$ cat src/rtl/pipe_seq_pkg.sv
// -----------------------------------------------------------------------------
// pipe_seq_pkg
//
// Shared definitions for the pipe_seq_ctrl slice:
//   REQ_ID_0 / REQ_ID_1 : requester index constants carried in each stage
//   PERF_W              : width of the optional performance counters
//   MAX_WIDTH           : widest payload a stage record can carry
//   stage_t             : one pipeline stage record {valid, id, data}
//   sat_inc()           : saturating increment used by the perf counters
//
// The stage record is sized for MAX_WIDTH because a package cannot follow a
// module parameter. Instances keep WIDTH <= MAX_WIDTH and use only the low
// WIDTH bits of the data field; the upper bits always hold zero.
// -----------------------------------------------------------------------------
package pipe_seq_pkg;

  localparam logic REQ_ID_0 = 1'b0;
  localparam logic REQ_ID_1 = 1'b1;

  localparam int PERF_W    = 16;
  localparam int MAX_WIDTH = 32;

  typedef struct packed {
    logic                 valid;
    logic                 id;
    logic [MAX_WIDTH-1:0] data;
  } stage_t;

  // Counters stick at all-ones instead of wrapping back to zero.
  function automatic logic [PERF_W-1:0] sat_inc(input logic [PERF_W-1:0] value);
    logic [PERF_W-1:0] result;
    if (value == {PERF_W{1'b1}}) begin
      result = value;
    end else begin
      result = value + PERF_W'(1);
    end
    return result;
  endfunction

endpackage

$ cat src/rtl/pipe_seq_rr_arb.sv
// -----------------------------------------------------------------------------
// pipe_seq_rr_arb
//
// Two-way round-robin arbiter with its own last-grant register.
//
// Ports:
//   CLK          in   clock, rising edge
//   ASYNCRESETN  in   asynchronous active-low reset
//   valid[1:0]   in   requester valid bits, bit N = requester N
//   enable       in   acceptance allowed this cycle (pipeline advancing,
//                     no flush, not in reset)
//   ready[1:0]   out  one-hot (or zero) accept strobe per requester
//   grant_id     out  index of the requester that wins this cycle
//
// A lone valid requester always wins. When both are valid, the one that was
// not granted last wins. The last-grant register resets to requester 1 so
// the very first tie goes to requester 0, and it moves only when a beat is
// really accepted, so stalled or flushed cycles never skew the rotation.
// -----------------------------------------------------------------------------
module pipe_seq_rr_arb
  import pipe_seq_pkg::*;
(
  input  logic       CLK,
  input  logic       ASYNCRESETN,
  input  logic [1:0] valid,
  input  logic       enable,
  output logic [1:0] ready,
  output logic       grant_id
);

  logic last_grant;
  logic grant_any;

  // Pick the winner from the current valids and the rotation pointer.
  always_comb begin
    grant_any = |valid;
    grant_id  = REQ_ID_0;
    case (valid)
      2'b01:   grant_id = REQ_ID_0;
      2'b10:   grant_id = REQ_ID_1;
      2'b11:   grant_id = ~last_grant;
      default: grant_id = REQ_ID_0;
    endcase
  end

  // Only the winner sees ready, and only when the pipeline can take a beat.
  always_comb begin
    ready    = 2'b00;
    ready[0] = enable && grant_any && (grant_id == REQ_ID_0);
    ready[1] = enable && grant_any && (grant_id == REQ_ID_1);
  end

  // Rotation pointer follows accepted beats only.
  always_ff @(posedge CLK or negedge ASYNCRESETN) begin
    if (!ASYNCRESETN) begin
      last_grant <= REQ_ID_1;
    end else if (enable && grant_any) begin
      last_grant <= grant_id;
    end
  end

endmodule

$ cat src/rtl/pipe_seq_ctrl.sv
// -----------------------------------------------------------------------------
// pipe_seq_ctrl
//
// Two-requester round-robin front end feeding a DEPTH-stage register
// pipeline. Each stage holds {valid, id, data}; the last stage drives the
// output port directly, so all outputs except the readys are registered.
//
// Parameters:
//   WIDTH  payload width (must not exceed pipe_seq_pkg::MAX_WIDTH)
//   DEPTH  number of stages, 1..8
//
// Ports:
//   CLK, ASYNCRESETN              clock and async active-low reset
//   req0_valid/req0_data/req0_ready   requester 0 handshake
//   req1_valid/req1_data/req1_ready   requester 1 handshake
//   flush                         drop every in-flight beat
//   out_valid/out_data/out_id     last-stage beat
//   out_ready                     downstream accepts the beat
//   busy                          any stage holds a beat
//
// Optional feature, macro PIPE_SEQ_CTRL_PERF_EN:
//   perf_grant0, perf_grant1      accepted beats per requester
//   perf_stall                    cycles with out_valid && !out_ready
//   All three saturate at all-ones, clear on reset, and ignore flush.
//
// The whole pipeline moves as one: when the output is blocked nothing
// shifts and nothing is accepted, so bubbles are preserved rather than
// collapsed.
// -----------------------------------------------------------------------------
module pipe_seq_ctrl
  import pipe_seq_pkg::*;
#(
  parameter int WIDTH = 2,
  parameter int DEPTH = 2
)
(
  input  logic             CLK,
  input  logic             ASYNCRESETN,
  input  logic             req0_valid,
  input  logic [WIDTH-1:0] req0_data,
  output logic             req0_ready,
  input  logic             req1_valid,
  input  logic [WIDTH-1:0] req1_data,
  output logic             req1_ready,
  input  logic             flush,
  output logic             out_valid,
  output logic [WIDTH-1:0] out_data,
  output logic             out_id,
  input  logic             out_ready,
  output logic             busy
`ifdef PIPE_SEQ_CTRL_PERF_EN
  ,
  output logic [PERF_W-1:0] perf_grant0,
  output logic [PERF_W-1:0] perf_grant1,
  output logic [PERF_W-1:0] perf_stall
`endif
);

  stage_t     stage_q [DEPTH];
  stage_t     load_stage;
  logic       advance;
  logic       arb_enable;
  logic [1:0] arb_ready;
  logic       grant_id;
  logic       accept;

  // Outputs come straight from the last stage register.
  assign out_valid = stage_q[DEPTH-1].valid;
  assign out_id    = stage_q[DEPTH-1].id;
  assign out_data  = stage_q[DEPTH-1].data[WIDTH-1:0];

  // The pipeline moves unless the last stage is holding an unaccepted beat.
  // Reset is folded in so the readys are low for as long as reset is held,
  // not just after the first clock edge.
  assign advance    = !(out_valid && !out_ready);
  assign arb_enable = advance && !flush && ASYNCRESETN;

  pipe_seq_rr_arb u_arb (
    .CLK         (CLK),
    .ASYNCRESETN (ASYNCRESETN),
    .valid       ({req1_valid, req0_valid}),
    .enable      (arb_enable),
    .ready       (arb_ready),
    .grant_id    (grant_id)
  );

  assign req0_ready = arb_ready[0];
  assign req1_ready = arb_ready[1];
  assign accept     = |arb_ready;

  // Build the record stage 0 loads on an advancing edge: the granted beat,
  // or a bubble when nothing was accepted.
  always_comb begin
    load_stage       = '0;
    load_stage.valid = accept;
    if (accept) begin
      load_stage.id              = grant_id;
      load_stage.data[WIDTH-1:0] = (grant_id == REQ_ID_1) ? req1_data : req0_data;
    end
  end

  // Stage registers. Flush only clears the valid bits; the stale id/data
  // left behind are never observed because nothing reads them while invalid.
  always_ff @(posedge CLK or negedge ASYNCRESETN) begin
    if (!ASYNCRESETN) begin
      for (int i = 0; i < DEPTH; i++) begin
        stage_q[i] <= '0;
      end
    end else if (flush) begin
      for (int i = 0; i < DEPTH; i++) begin
        stage_q[i].valid <= 1'b0;
      end
    end else if (advance) begin
      stage_q[0] <= load_stage;
      for (int i = 1; i < DEPTH; i++) begin
        stage_q[i] <= stage_q[i-1];
      end
    end
  end

  // busy is the OR of every stage's valid bit.
  always_comb begin
    busy = 1'b0;
    for (int i = 0; i < DEPTH; i++) begin
      busy = busy | stage_q[i].valid;
    end
  end

`ifdef PIPE_SEQ_CTRL_PERF_EN
  logic [PERF_W-1:0] grant0_cnt;
  logic [PERF_W-1:0] grant1_cnt;
  logic [PERF_W-1:0] stall_cnt;

  // Counters track accepted beats and blocked-output cycles. Flush does not
  // touch them; only reset clears them.
  always_ff @(posedge CLK or negedge ASYNCRESETN) begin
    if (!ASYNCRESETN) begin
      grant0_cnt <= '0;
      grant1_cnt <= '0;
      stall_cnt  <= '0;
    end else begin
      if (arb_ready[0]) begin
        grant0_cnt <= sat_inc(grant0_cnt);
      end
      if (arb_ready[1]) begin
        grant1_cnt <= sat_inc(grant1_cnt);
      end
      if (out_valid && !out_ready) begin
        stall_cnt <= sat_inc(stall_cnt);
      end
    end
  end

  assign perf_grant0 = grant0_cnt;
  assign perf_grant1 = grant1_cnt;
  assign perf_stall  = stall_cnt;
`endif

endmodule

$ cat config.mk
export PLATFORM = sky130hd
export DESIGN_NAME = pipe_seq_ctrl
export DESIGN_NICKNAME = d
export VERILOG_FILES = /design/src/rtl/pipe_seq_pkg.sv /design/src/rtl/pipe_seq_rr_arb.sv /design/src/rtl/pipe_seq_ctrl.sv
export SDC_FILE = /design/constraint.sdc
export NUM_CORES = 1
export LEC_CHECK = 0
export ABC_AREA = 1
export ABC_CLOCK_PERIOD_IN_PS = 1500
export CORE_AREA = 5 5 42 44
export CTS_CLUSTER_DIAMETER = 80
export CTS_CLUSTER_SIZE = 14
export DETAILED_ROUTE_END_ITERATION = 7
export DIE_AREA = 0 0 47 49
export PLACE_DENSITY = 0.65
export SYNTH_ARGS = -nofsm -noshare
export SYNTH_HDL_FRONTEND = slang
export SYNTH_HIERARCHICAL = 1
export SYNTH_SLANG_ARGS = --single-unit
$ cat constraint.sdc
create_clock -name CLK -period 1.5 [get_ports CLK]
set_clock_uncertainty 0.1 [all_clocks]
set_input_delay 0.225 -clock CLK [delete_from_list [all_inputs] [get_ports CLK]]
set_output_delay 0.225 -clock CLK [all_outputs]
set_load 0.02 [all_outputs]
==> After elaboration in Yosys (flattened, before gate mapping) <==
Index checks and enable logic that the tools add are counted.
{ "word_totals": {"register_bits": 9} }
{ "classes": {"eq_ne": 3, "muxes": 7, "bitwise_logic": 5, "reduce_logical": 12} }
{ "op_table": {"columns": ["cell", "count"], "rows": [
  ["$mux 68", 1],
  ["$logic_and 1x1->1", 6],
  ["$eq 2x2->1 const B", 2],
  ["$mux 2", 2],
  ["$not 1->1", 4],
  ["$reduce_or 2->1", 2],
  ["$logic_not 1->1", 3],
  ["$mux 1", 3],
  ["$ne 2x2->1 const B", 1],
  ["$pmux 1 s2", 1],
  ["$reduce_and 2->1", 1],
  ["$or 1x1->1", 1]
]} }

==> Logic depth before layout (Yosys ltp) <==
Gate-level depths: netlist of run 1.
{ "logic_depth": {"word_depth": 11, "depth_mapped": 9} }

==> Cells and area by module <==
The synthesis of run 1 kept the hierarchy.
{ "by_module_without_submodules": {"columns": ["module", "instances", "cells_each", "area_each_um2", "seq_area_each_um2"], "rows": [
  ["pipe_seq_ctrl", 1, 49, 395.4, 200.2],
  ["pipe_seq_rr_arb", 1, 10, 68.8, 26.3]
]} }

==> Worst setup path before layout of run 1 <==
Ideal clock, no wire load.
{ "synth_timing": {"path_type": "register -> register", "from": "register stage_q, in the netlist out_valid", "to": "register stage_q[34] (netlist name)", "t_arrival_ns": 1.474, "path_slack_ns": -0.139, "stages_incl_launch_ff": 9, "n_path_buf": 0, "period_less_slack_ns": 1.639, "cell_sequence": "dfrtp_1 nand2_2 nand2_4 nor2_1 o21ai_2 nor2_2 or2_1 nand3_1 nand2_1"} }
{ "synth_via": {"elab_chain_cells": 8} }
{ "synth_lines": {"columns": ["element", "line", "text"], "rows": [
  ["from (decl)", "pipe_seq_ctrl.sv:59", "stage_t stage_q [DEPTH];"],
  ["from (signal, indexed assignment)", "pipe_seq_ctrl.sv:116", "stage_q[i] <= stage_q[i-1];"],
  ["$logic_and 1x1->1", "pipe_seq_ctrl.sv:75", "assign advance = !(out_valid && !out_ready);"],
  ["$logic_not 1->1", "pipe_seq_ctrl.sv:75", null],
  ["$logic_and 1x1->1 (2 in series)", "pipe_seq_ctrl.sv:76", "assign arb_enable = advance && !flush && ASYNCRESETN;"],
  ["net arb_enable", "pipe_seq_ctrl.sv:62", "logic arb_enable;"],
  ["$logic_and 1x1->1 (2 in series)", "pipe_seq_rr_arb.sv:49", "ready[0] = enable && grant_any && (grant_id == REQ_ID_0);"],
  ["net req0_ready", "pipe_seq_ctrl.sv:41", "output logic req0_ready,"],
  ["$reduce_or 2->1", "pipe_seq_ctrl.sv:89", "assign accept = |arb_ready;"],
  ["$mux 2", "pipe_seq_ctrl.sv:96", "if (accept) begin"]
]} }
The timed path passes the listed nets, and every way through them passes these cells.
A chain may end at the register's enable or synchronous reset.

==> Worst setup path in the final report of run 1 <==
{ "layout_timing": {"from": "register stage_q, in the netlist out_valid", "to": "output busy"} }
{ "layout_via": {"elab_chain_cells": 1} }
{ "layout_lines": {"columns": ["element", "line", "text"], "rows": [
  ["$or 1x1->1", "pipe_seq_ctrl.sv:125", "busy = busy | stage_q[i].valid;"],
  ["to (decl)", "pipe_seq_ctrl.sv:50", "output logic busy"]
]} }
No other way between the ends.

==> results of run 1 <==
## power breakdown
group / total (mW) / internal, mW / switching, mW
sequential: 0.277 / 0.266 / 0.0109
clock: 0.185 / 0.102 / 0.0821
combinational: 0.160 / 0.0784 / 0.0818
## worst reg2reg max path: stages, from the launching register on
cell and delay [ps]:
sky130_fd_sc_hd__dfrtp_2 420, sky130_fd_sc_hd__nand2_4 80, sky130_fd_sc_hd__nand2_4 60, sky130_fd_sc_hd__nor2_4 120, sky130_fd_sc_hd__o21ai_4 90, sky130_fd_sc_hd__nor2_4 100
sky130_fd_sc_hd__or2_1 180, sky130_fd_sc_hd__nand2_1 70, sky130_fd_sc_hd__o21ai_1 70
## logic make-up (layout without fill, tap and decap cells)
group / after synthesis / in the layout
DFF: 9 / 9
and+or+nand+nor: 37 / 37
AOI/OAI and AO/OA: 4 / 4
buffers and inverters: 9 / 37
## through the flow
step / setup TNS (ps) / util, % / std cells / worst slack (ps)
after floorplan: 0 / - / 59 / 38.2
after detailed placement: -2200 / 49.8 / 97 / -610
after global routing: -317 / 54.9 / 103 / -131
after global placement: -2080 / 49.8 / 97 / -600
final: -147 / 54.9 / 103 / -60.9
after CTS: -251 / 52.1 / 101 / -102
## how the worst max path moves through the flow
stage,end,cells past startpoint
final,busy,3
after global routing,req0_ready,6
after CTS,req1_ready,6
after detailed placement,req1_ready,8
after global placement,req1_ready,8
after floorplan,stage_q[34],8
## cell usage in the layout (no fill, tap or decap), types with 2 or more instances in the layout
cell type,count
sky130_fd_sc_hd__buf_6,3
sky130_fd_sc_hd__buf_4,8
sky130_fd_sc_hd__dfrtp_1,7
sky130_fd_sc_hd__clkbuf_4,3
sky130_fd_sc_hd__clkdlybuf4s50_1,7
sky130_fd_sc_hd__nand2_1,26
sky130_fd_sc_hd__nor2_4,2
sky130_fd_sc_hd__dlygate4sd3_1,2
sky130_fd_sc_hd__nand2_4,2
sky130_fd_sc_hd__nand3_1,3
sky130_fd_sc_hd__dlygate4sd2_1,5
sky130_fd_sc_hd__inv_1,3
sky130_fd_sc_hd__inv_2,4
## flip-flops by register name, summed over array words and instances, names as in the netlist
| register | count |
|---|---|
| out_id | 1 |
| out_data | 2 |
| stage_q | 4 |
| out_valid | 1 |
| u_arb/last_grant | 1 |
## cell type report
class	instances	area share [%]
timing repair buffer	26	31.2
multi-input combinational	41	29.8
clock buffer	4	3.41
inverter	7	3.41
sequential	9	29.6
tap	16	2.60
## repair_timing
item                                    in CTS  in global routing
hold buffers                                 0                  2
pin swaps                                    4                  3
resized for setup                           26                  5
endpoints found under the setup margin       7                  4
hold endpoints to repair                     0                  8
## routing by layer
| metal | vias up | routed length, um | track usage (%) | part of all wire, % |
|---|---|---|---|---|
| met5 | - | 0 | 0 | 0 |
| met4 | 0 | 21 | 8.29 | 2.1 |
| met3 | 2 | 72 | 1.48 | 7.2 |
| met2 | 19 | 464 | 12.2 | 46 |
| met1 | 198 | 443 | 12.8 | 44 |
| li1 | 237 | - | - | - |
==> results.md, run 1 <==
Logic synthesis:
- In this run the cell area of the synthesized design comes to 464 sq um.
- The synthesized instance count is 59.
- The number of flops mapped to enable cells by yosys is 0.
- The combinational family with the most area after synthesis is simple AND/OR/NAND/NOR gates.
- The average size of a mapped cell is 7.87 sq um.
- By count the netlist is led by 27 x sky130_fd_sc_hd__nand2_1, 8 x sky130_fd_sc_hd__dfrtp_1, 6 x sky130_fd_sc_hd__inv_1.
- The flip-flop cell with the highest count after synthesis is sky130_fd_sc_hd__dfrtp_1.
- The most common cell in the netlist is sky130_fd_sc_hd__nand2_1.
- The share of the Yosys chip area taken by registers is 48.8%.
- Of the total synthesized cell area, the portion taken by XOR and XNOR cells is 0%.
- The synthesized-area fraction occupied by ao, oa, aoi and oai cells is 7.55%.
- The Yosys step of the flow raised 6 warnings.
- The cell taking the most area after synthesis is sky130_fd_sc_hd__dfrtp_1.
- Counting flops with an async set or reset pin after synthesis yields a share of 100%.
- The post-synthesis share of cell area spent on and, or, nand and nor gates is 34.8%.
- Multiplexer cells account for 0% of the synthesized area.
- The post-synthesis net count is 69.
- By area the synthesized netlist is led by sky130_fd_sc_hd__dfrtp_1 43%, sky130_fd_sc_hd__nand2_1 22%, sky130_fd_sc_hd__dfstp_2 5.7%.
- The flip-flop and latch count after synthesis is 9.
- After synthesis, the largest area contributor takes up 43.1% of total cell area.
- After Yosys synthesis, full adders, half adders and majority gates account for 0% of the synthesized area.
- The count of distinct cell types in the synthesized netlist is 17.

Global routing:
- The pin count of the biggest net entering global routing is 10.
- The total overflow left after global routing is 0.
- The first global-routing pass estimated 1580 um of wire.
- The initial antenna violation count is 0.
- The via count of the first global-routing pass is 399.
- In the global route stage, overall resource usage came out at 9.44%.

Worst setup path:
- The endpoint type of the worst setup path is an output port.
- The endpoint of the lowest-slack register-to-register path is stage_q[67].
- The data arrival time of the critical path is 1240 ps.
- The maximum cell stage delay along the critical path is 420 ps.
- The largest fanout on the critical path is 3.
- Together, buffers and inverters on the worst path number 2.
- The critical path goes through buf_4 > or2_2 > buf_6.
- The slack of the worst reg-to-reg path is 150 ps.
- The length in cells of the worst reg-to-reg path is 8.
- For the worst setup path, the data required time is 1170 ps.
- The worst register-to-register path begins at out_valid.
- The start point of the critical path is out_valid.
- The slowest cell on the critical path is sky130_fd_sc_hd__dfrtp_2.
- STA classifies the critical path startpoint as a flip-flop.
- In this design, the largest share of critical-path delay is due to flip-flops.
- The critical path is of the reg -> out type.

Routing:
- The via count is 456.
- After detailed routing, the total wire length is 1000 um.
- The detailed router finished its first iteration with 7 violations.
- Dividing the detail-routed via count by the number of cells gives 4.43.
- The total DRC errors in the routed layout is 0.
- The first TritonRoute pass finished after 4 iterations.
- In the final routed layout, each cell accounts on average for 9.72 um.
- The count of nets left with antenna violations once routing finished came out at 0.

Place:
- The half-perimeter wire length of the detailed placement result is 741 um.
- Input and output buffers added on the ports amount to 16.
- The weighted congestion reported at the end of routability-driven placement is 0.722.
- After detailed placement, the total cell area comes to 698 sq um.

Clocking:
- The CTS clock-pin slew for the worst setup and hold paths is 60 ps.
- CTS built an H-tree with a depth of 1.
- TritonCTS built the clock tree.
- The library cell used as clock root buffer is sky130_fd_sc_hd__clkbuf_4.
- Counting the buffers created by CTS gives 3.
- The clock latency of the later-clocked register in the worst-skew pair is 260 ps.
- The number of setup buffers added after CTS is 0.
- The clock sink total is 9.
- The longest clock path from root to sink contains 2 buffers.

Die:
- The floorplan step defined a core boundary enclosing 1400 sq um.
- The die is 47 um wide.
- The die covers 2300 sq um.
- The vertical die dimension is 49 um.
- Pin placement for this block handled 17 I/O pins.
- For this configuration, the core starts out at a cell density of 33.1%.
- The number of core rows is 14.

Worst hold path:
- In this run the most critical hold path is launched from ASYNCRESETN.
- The hold path endpoint is u_arb/last_grant.
- The worst hold path depth is 5.
- The tightest min-delay check is of the in -> reg type.

Timing:
- The worst max-slew margin expressed relative to the limit is 75.6%.
- The final worst hold slack is 289 ps.
- Setup violations remaining at the end of the flow were counted as 3.
- Setup repair after global routing could not meet its margin everywhere.
- At the pin with the least slew margin, the transition time is 365 ps.
- The number of max-slew violations in the final report was 0.
- Subtracting the final worst setup slack from the clock period gives 1560 ps.
- The final clock period utilization by the worst path is 104%.
- Timing would allow up to 0.641 GHz.
- Once routing completed, OpenROAD measured the worst setup slack at -60.9 ps.
- The count of final hold-check violations is 0.

Power:
- Power spread over the standard cell area amounts to 808 nW/um^2.
- The leakage power total is 0.428 nW.
- The maximum vdd ir drop is 0.497 mV.
- Overall power consumption after layout is estimated at 0.622 mW.

Outcome:
- The checks that failed: setup timing.
- The flow ran to the end, but the final reports show violations.

Job:
- Max-cap violations in this run came to 0.

Finish:
- The sequential cells in the finished layout cover a total of 228 sq um.
- The filler cells instantiated in the layout total 150.
- In the final design database the tool counted 98 nets.
- Summing all multi-input logic gate instances after layout gives 229 sq um.
- The post-route netlist has 33.3% of its cells at a drive strength greater than 1.
- The total non-filler cell area in the finished layout is 769 sq um.
- The layout overhead on the synthesized area is 65.8%.
- 0 antenna diodes ended up in the layout.
No activity file was read; power rests on OpenSTA's default activity.
==> run 2, diff against run 1 <==
Settings changed: ABC_AREA 1 to not set, PLACE_DENSITY 0.65 to not set.
==> run 2 against run 1 <==
  * The run still ends with setup timing left
  * Worst hold slack worse by 96 ps
  * Core utilization is 1.1 points lower
  * Fmax is 13% lower
  * Critical path depth is 4 higher
  * Design area is 2.0% lower
  * Flip-flop and latch count stayed put
  * Register-to-register slack worse by 390 ps
  * Sequential share of layout area is 0.59 points higher
  * Final cell count is 20% lower
  * Combinational power is 13% higher
  * Count of clock-buffer cells in the layout stayed put
  * Global-route usage is 0.63 points lower
==> results.md, run 2 <==
Logic synthesis:
- The flip-flop and latch count after synthesis is 9 (unchanged).
- Most frequent cells after synthesis: 8 x sky130_fd_sc_hd__dfrtp_1, 4 x sky130_fd_sc_hd__nor2_1, 3 x sky130_fd_sc_hd__a22o_2, 3 x sky130_fd_sc_hd__inv_1, 3 x sky130_fd_sc_hd__mux2_4 (was 27 x sky130_fd_sc_hd__nand2_1, 8 x sky130_fd_sc_hd__dfrtp_1, 6 x sky130_fd_sc_hd__inv_1).
- The combinational family with the most area after synthesis is multiplexers (was simple AND/OR/NAND/NOR gates).
- The flip-flop cell with the highest count after synthesis is sky130_fd_sc_hd__dfrtp_1 (unchanged).
- The sequential cell area fraction in the yosys report is 49.9% (was 48.8%).
- The number of flops mapped to enable cells by yosys is 0 (unchanged).
- The synthesized-area fraction occupied by ao, oa, aoi and oai cells was 14.6% (was 7.55%).
- The post-synthesis share of cell area spent on and, or, nand and nor gates is 12.4% (was 34.8%).
- The xor-xnor portion of the synthesized cell area is 0% (unchanged).
- The post-synthesis net count is 48 (was 69).
- The cell taking the most area after synthesis is sky130_fd_sc_hd__dfrtp_1 (unchanged).
- The count of synthesis-stage warnings from yosys is 6 (unchanged).
- The top-area cell type share of the netlist area is 44.1% (was 43.1%).
- The post-synthesis instance area is 454 sq um (was 464 sq um).
- The average size of a mapped cell came to 12.0 sq um (was 7.87 sq um).
- Main area contributors after synthesis: sky130_fd_sc_hd__dfrtp_1 44%, sky130_fd_sc_hd__mux2_4 9.9%, sky130_fd_sc_hd__a22o_2 6.6% (was sky130_fd_sc_hd__dfrtp_1 43%, sky130_fd_sc_hd__nand2_1 22%, sky130_fd_sc_hd__dfstp_2 5.7%).
- The fraction of the mapped netlist area in adder cells is 0% (unchanged).
- The most common cell in the netlist is sky130_fd_sc_hd__dfrtp_1 (was sky130_fd_sc_hd__nand2_1).
- The synthesized instance count is 38 (was 59).
- The fraction of registers with async set/reset came to 100% (unchanged).
- The share of synthesized area spent on multiplexers came to 14.9% (was 0%).
- The count of distinct cell types in the synthesized netlist is 19 (was 17).

Outcome:
- Violated checks: setup timing (unchanged).
- Run status: finished, violations left (unchanged).

Power:
- The net load switching power was 0.168 mW (was 0.175 mW).
- The maximum vdd ir drop came to 0.455 mV (was 0.497 mV).
- The combinational share of power came to 28.0% (was 25.8%).
- The total design power came to 0.644 mW (was 0.622 mW).
- The design internal power is 0.477 mW (was 0.447 mW).
- The leakage power total came to 0.372 nW (was 0.428 nW).
- The sequential power share is 44.1% (was 44.6%).
- The part of the total power dissipated in the clock network is 27.8% (was 29.7%).
- The ratio of total power to cell area is 854 nW/um^2 (was 808 nW/um^2).
- The fraction of power spent switching nets came to 26.0% (was 28.1%).

Job:
- The reported max-cap violation count is 0 (unchanged).

Die:
- The effective utilization at floorplan came to 32.4% (was 33.1%).
- The number of core rows is 14 (unchanged).
- The number of top-level pins was 17 (unchanged).
- The horizontal die dimension is 47 um (unchanged).
- The core footprint is 1400 sq um (unchanged).
- The full die area is 2300 sq um (unchanged).
- The vertical die dimension was 49 um (unchanged).

Global routing:
- The total global routing track utilization came to 8.81% (was 9.44%).
- The initial antenna violation count came to 0 (unchanged).
- The global-route wire length before repair is 1530 um (was 1580 um).
- The pin count of the biggest net entering global routing is 10 (unchanged).
- The total global routing overflow is 0 (unchanged).
- The via count of the first global-routing pass came to 392 (was 399).

Routing:
- The post-detailed-route via-to-cell ratio is 4.60 (was 4.43).
- The number of nets still failing antenna checks after routing was 0 (unchanged).
- The via count was 377 (was 456).
- The total DRC errors in the routed layout is 0 (unchanged).
- The number of DRC markers in iteration 0 is 2 (was 7).
- The routed wire length is 913 um (was 1000 um).
- The mean routed wirelength per cell is 11.1 um (was 9.72 um).
- The number of search-and-repair iterations in the first detailed-routing pass came to 2 (was 4).

Finish:
- The layout overhead on the synthesized area is 66.1% (was 65.8%).
- The number of flip-flops under the largest register name came to 4 (unchanged).
- The number of nets in the layout is 77 (was 98).
- The antenna cell count is 0 (unchanged).
- The final design utilization is 53.8% (was 54.9%).
- The register with the most flip-flops is stage_q (unchanged).
- Top library cells by usage in the layout, fill and taps aside: 12 x sky130_fd_sc_hd__buf_4, 9 x sky130_fd_sc_hd__clkdlybuf4s50_1, 7 x sky130_fd_sc_hd__dfrtp_1 (was 26 x sky130_fd_sc_hd__nand2_1, 8 x sky130_fd_sc_hd__buf_4, 7 x sky130_fd_sc_hd__clkdlybuf4s50_1, 7 x sky130_fd_sc_hd__dfrtp_1, 5 x sky130_fd_sc_hd__dlygate4sd2_1).
- The layout cell share with drive strength beyond 1 came to 57.6% (was 33.3%).
- The leading cell type in the layout, fill and taps excluded is sky130_fd_sc_hd__buf_4 (was sky130_fd_sc_hd__nand2_1).

Timing:
- The number of endpoints failing setup at the final stage was 6 (was 3).
- The setup slack of the critical path after layout is -290 ps (was -60.9 ps).
- The setup TNS after final layout is -1490 ps (was -147 ps).
- The maximum achievable frequency is 0.559 GHz (was 0.641 GHz).
- The slew at the pin with the worst max-slew slack is 209 ps (was 365 ps).
- The final critical-path required period is 1790 ps (was 1560 ps).
- The number of max-slew violations in the final report was 0 (unchanged).
- Setup repair after global routing missed its margin: yes (unchanged).
- The worst max-slew margin expressed relative to the limit is 86.0% (was 75.6%).
- The final clock period utilization by the worst path is 119% (was 104%).
- The count of final hold-check violations is 0 (unchanged).

Worst setup path:
- Crit-path cells: clkdlybuf4s50_1 > nor2b_4 > or2_4 > nor2_4 > nand2_2 > a21oi_4 > buf_6 (was buf_4 > or2_2 > buf_6).
- The data arrival time of the critical path is 1460 ps (was 1240 ps).
- The endpoint of the lowest-slack register-to-register path is stage_q[35] (was stage_q[67]).
- The worst flop-to-flop path startpoint is out_valid (unchanged).
- The sort of element at the start of the critical path is an input pin (was flip-flop).
- The start point of the critical path is out_ready (was out_valid).
- The required time of the critical path is 1170 ps (about the same).
- The length in cells of the worst reg-to-reg path was 9 (was 8).
- The kind of critical path is in -> out (was reg -> out).
- The buffering stage count on the worst path with inverters included came to 2 (unchanged).
- The maximum cell stage delay along the critical path was 510 ps (was 420 ps).
- The slack of the worst reg-to-reg path is -240 ps (was 150 ps).
- The slowest cell on the critical path is sky130_fd_sc_hd__clkdlybuf4s50_1 (was sky130_fd_sc_hd__dfrtp_2).
- The critical path's top delay family is buffers and inverters (was flip-flops).
- The largest fanout on the critical path is 3 (unchanged).
- The endpoint type of the worst setup path is an output port (unchanged).

Clocking:
- The CTS tree is built (unchanged).
- The total number of H-tree levels is 1 (unchanged).
- The clock latency of the later-clocked register in the worst-skew pair is 250 ps (was 260 ps).
- The number of buffers added to fix hold violations after cts was 0 (unchanged).
- The clock buffer count from CTS was 3 (unchanged).
- The number of buffers between clock root and the deepest sink is 2 (unchanged).
- The clock sink total is 9 (unchanged).
- The CTS clock-pin slew for the worst setup and hold paths is 60 ps (about the same).
- The library cell used as clock root buffer is sky130_fd_sc_hd__clkbuf_4 (unchanged).

Place:
- The number of port buffers is 16 (unchanged).
- The weighted congestion reported at the end of routability-driven placement came to 0.703 (was 0.722).
- The half-perimeter wire length of the detailed placement result is 761 um (was 741 um).

Worst hold path:
- The class of the tightest hold or removal check is in -> async (was in -> reg).
-- run 2: cell count changes in the layout (fill, tap and decap cells not counted), moves of 3 or more --
cell	delta
sky130_fd_sc_hd__nand2_1	-26
sky130_fd_sc_hd__buf_4	+4
sky130_fd_sc_hd__inv_2	-4
sky130_fd_sc_hd__a22o_2	+3
sky130_fd_sc_hd__mux2_4	+3
sky130_fd_sc_hd__nand3_1	-3
-- run 2: how the worst max path moves through the flow --
| stage | endpoint | depth (start not counted) |
|---|---|---|
| after global routing | req0_ready | 6 |
| after CTS | req0_ready | 6 |
| final | req0_ready | 7 |
| after global placement | req0_ready | 7 |
| after detailed placement | req0_ready | 7 |
| after floorplan | stage_q[34] | 9 |
-- run 2: layout make-up --
type,count,area (sq um)
well taps,16,20.0
inverters,3,11.3
fillers,129,647
clock buffers,4,26.3
repair buffers,27,238
multi-input cells,23,231
flip-flops and latches,9,228
-- run 2: power by group through the flow --
stage          sequential [mW]  clock, mW  combinational (mW)
2_1_floorplan            0.291          0              0.0896
3_3_place_gp             0.289          0               0.178
3_5_place_dp             0.289          0               0.180
4_1_cts                  0.285      0.188               0.183
5_1_grt                  0.286      0.198               0.195
6_report                 0.285      0.179               0.181
-- run 2: stage by stage --
step / setup slack, ps / area [sq um] / hold slack [ps] / instances
3_3_place_gp: -767 / 712 / 397 / 77
3_5_place_dp: -780 / 712 / 397 / 77
2_1_floorplan: -427 / 483 / -171 / 38
4_1_cts: -294 / 754 / 195 / 82
6_report: -290 / 754 / 193 / 82
5_1_grt: -341 / 754 / 221 / 82
-- run 2: logic make-up (layout without fill, tap and decap cells) --
group           after synthesis  in the layout
mux                           5              5
simple gates                 10             10
flops                         9              9
buf+inv                       6             34
compound gates                8              8
-- run 2: repair_timing --
item,CTS,global route
endpoints found under the setup margin,11,6
gates cloned,0,0
gates resized for setup,25,0
pin swaps,2,0
buffers inserted,1,0
-- run 2: metal layers --
metal / part of all wire (%) / GRT usage [%] / up-vias
li1: - / - / 187
met1: 48 / 11.8 / 175
met2: 43 / 12.7 / 15
met3: 9.5 / 3.69 / 0
met4: 0 / 2.76 / 0
met5: 0 / 0 / -
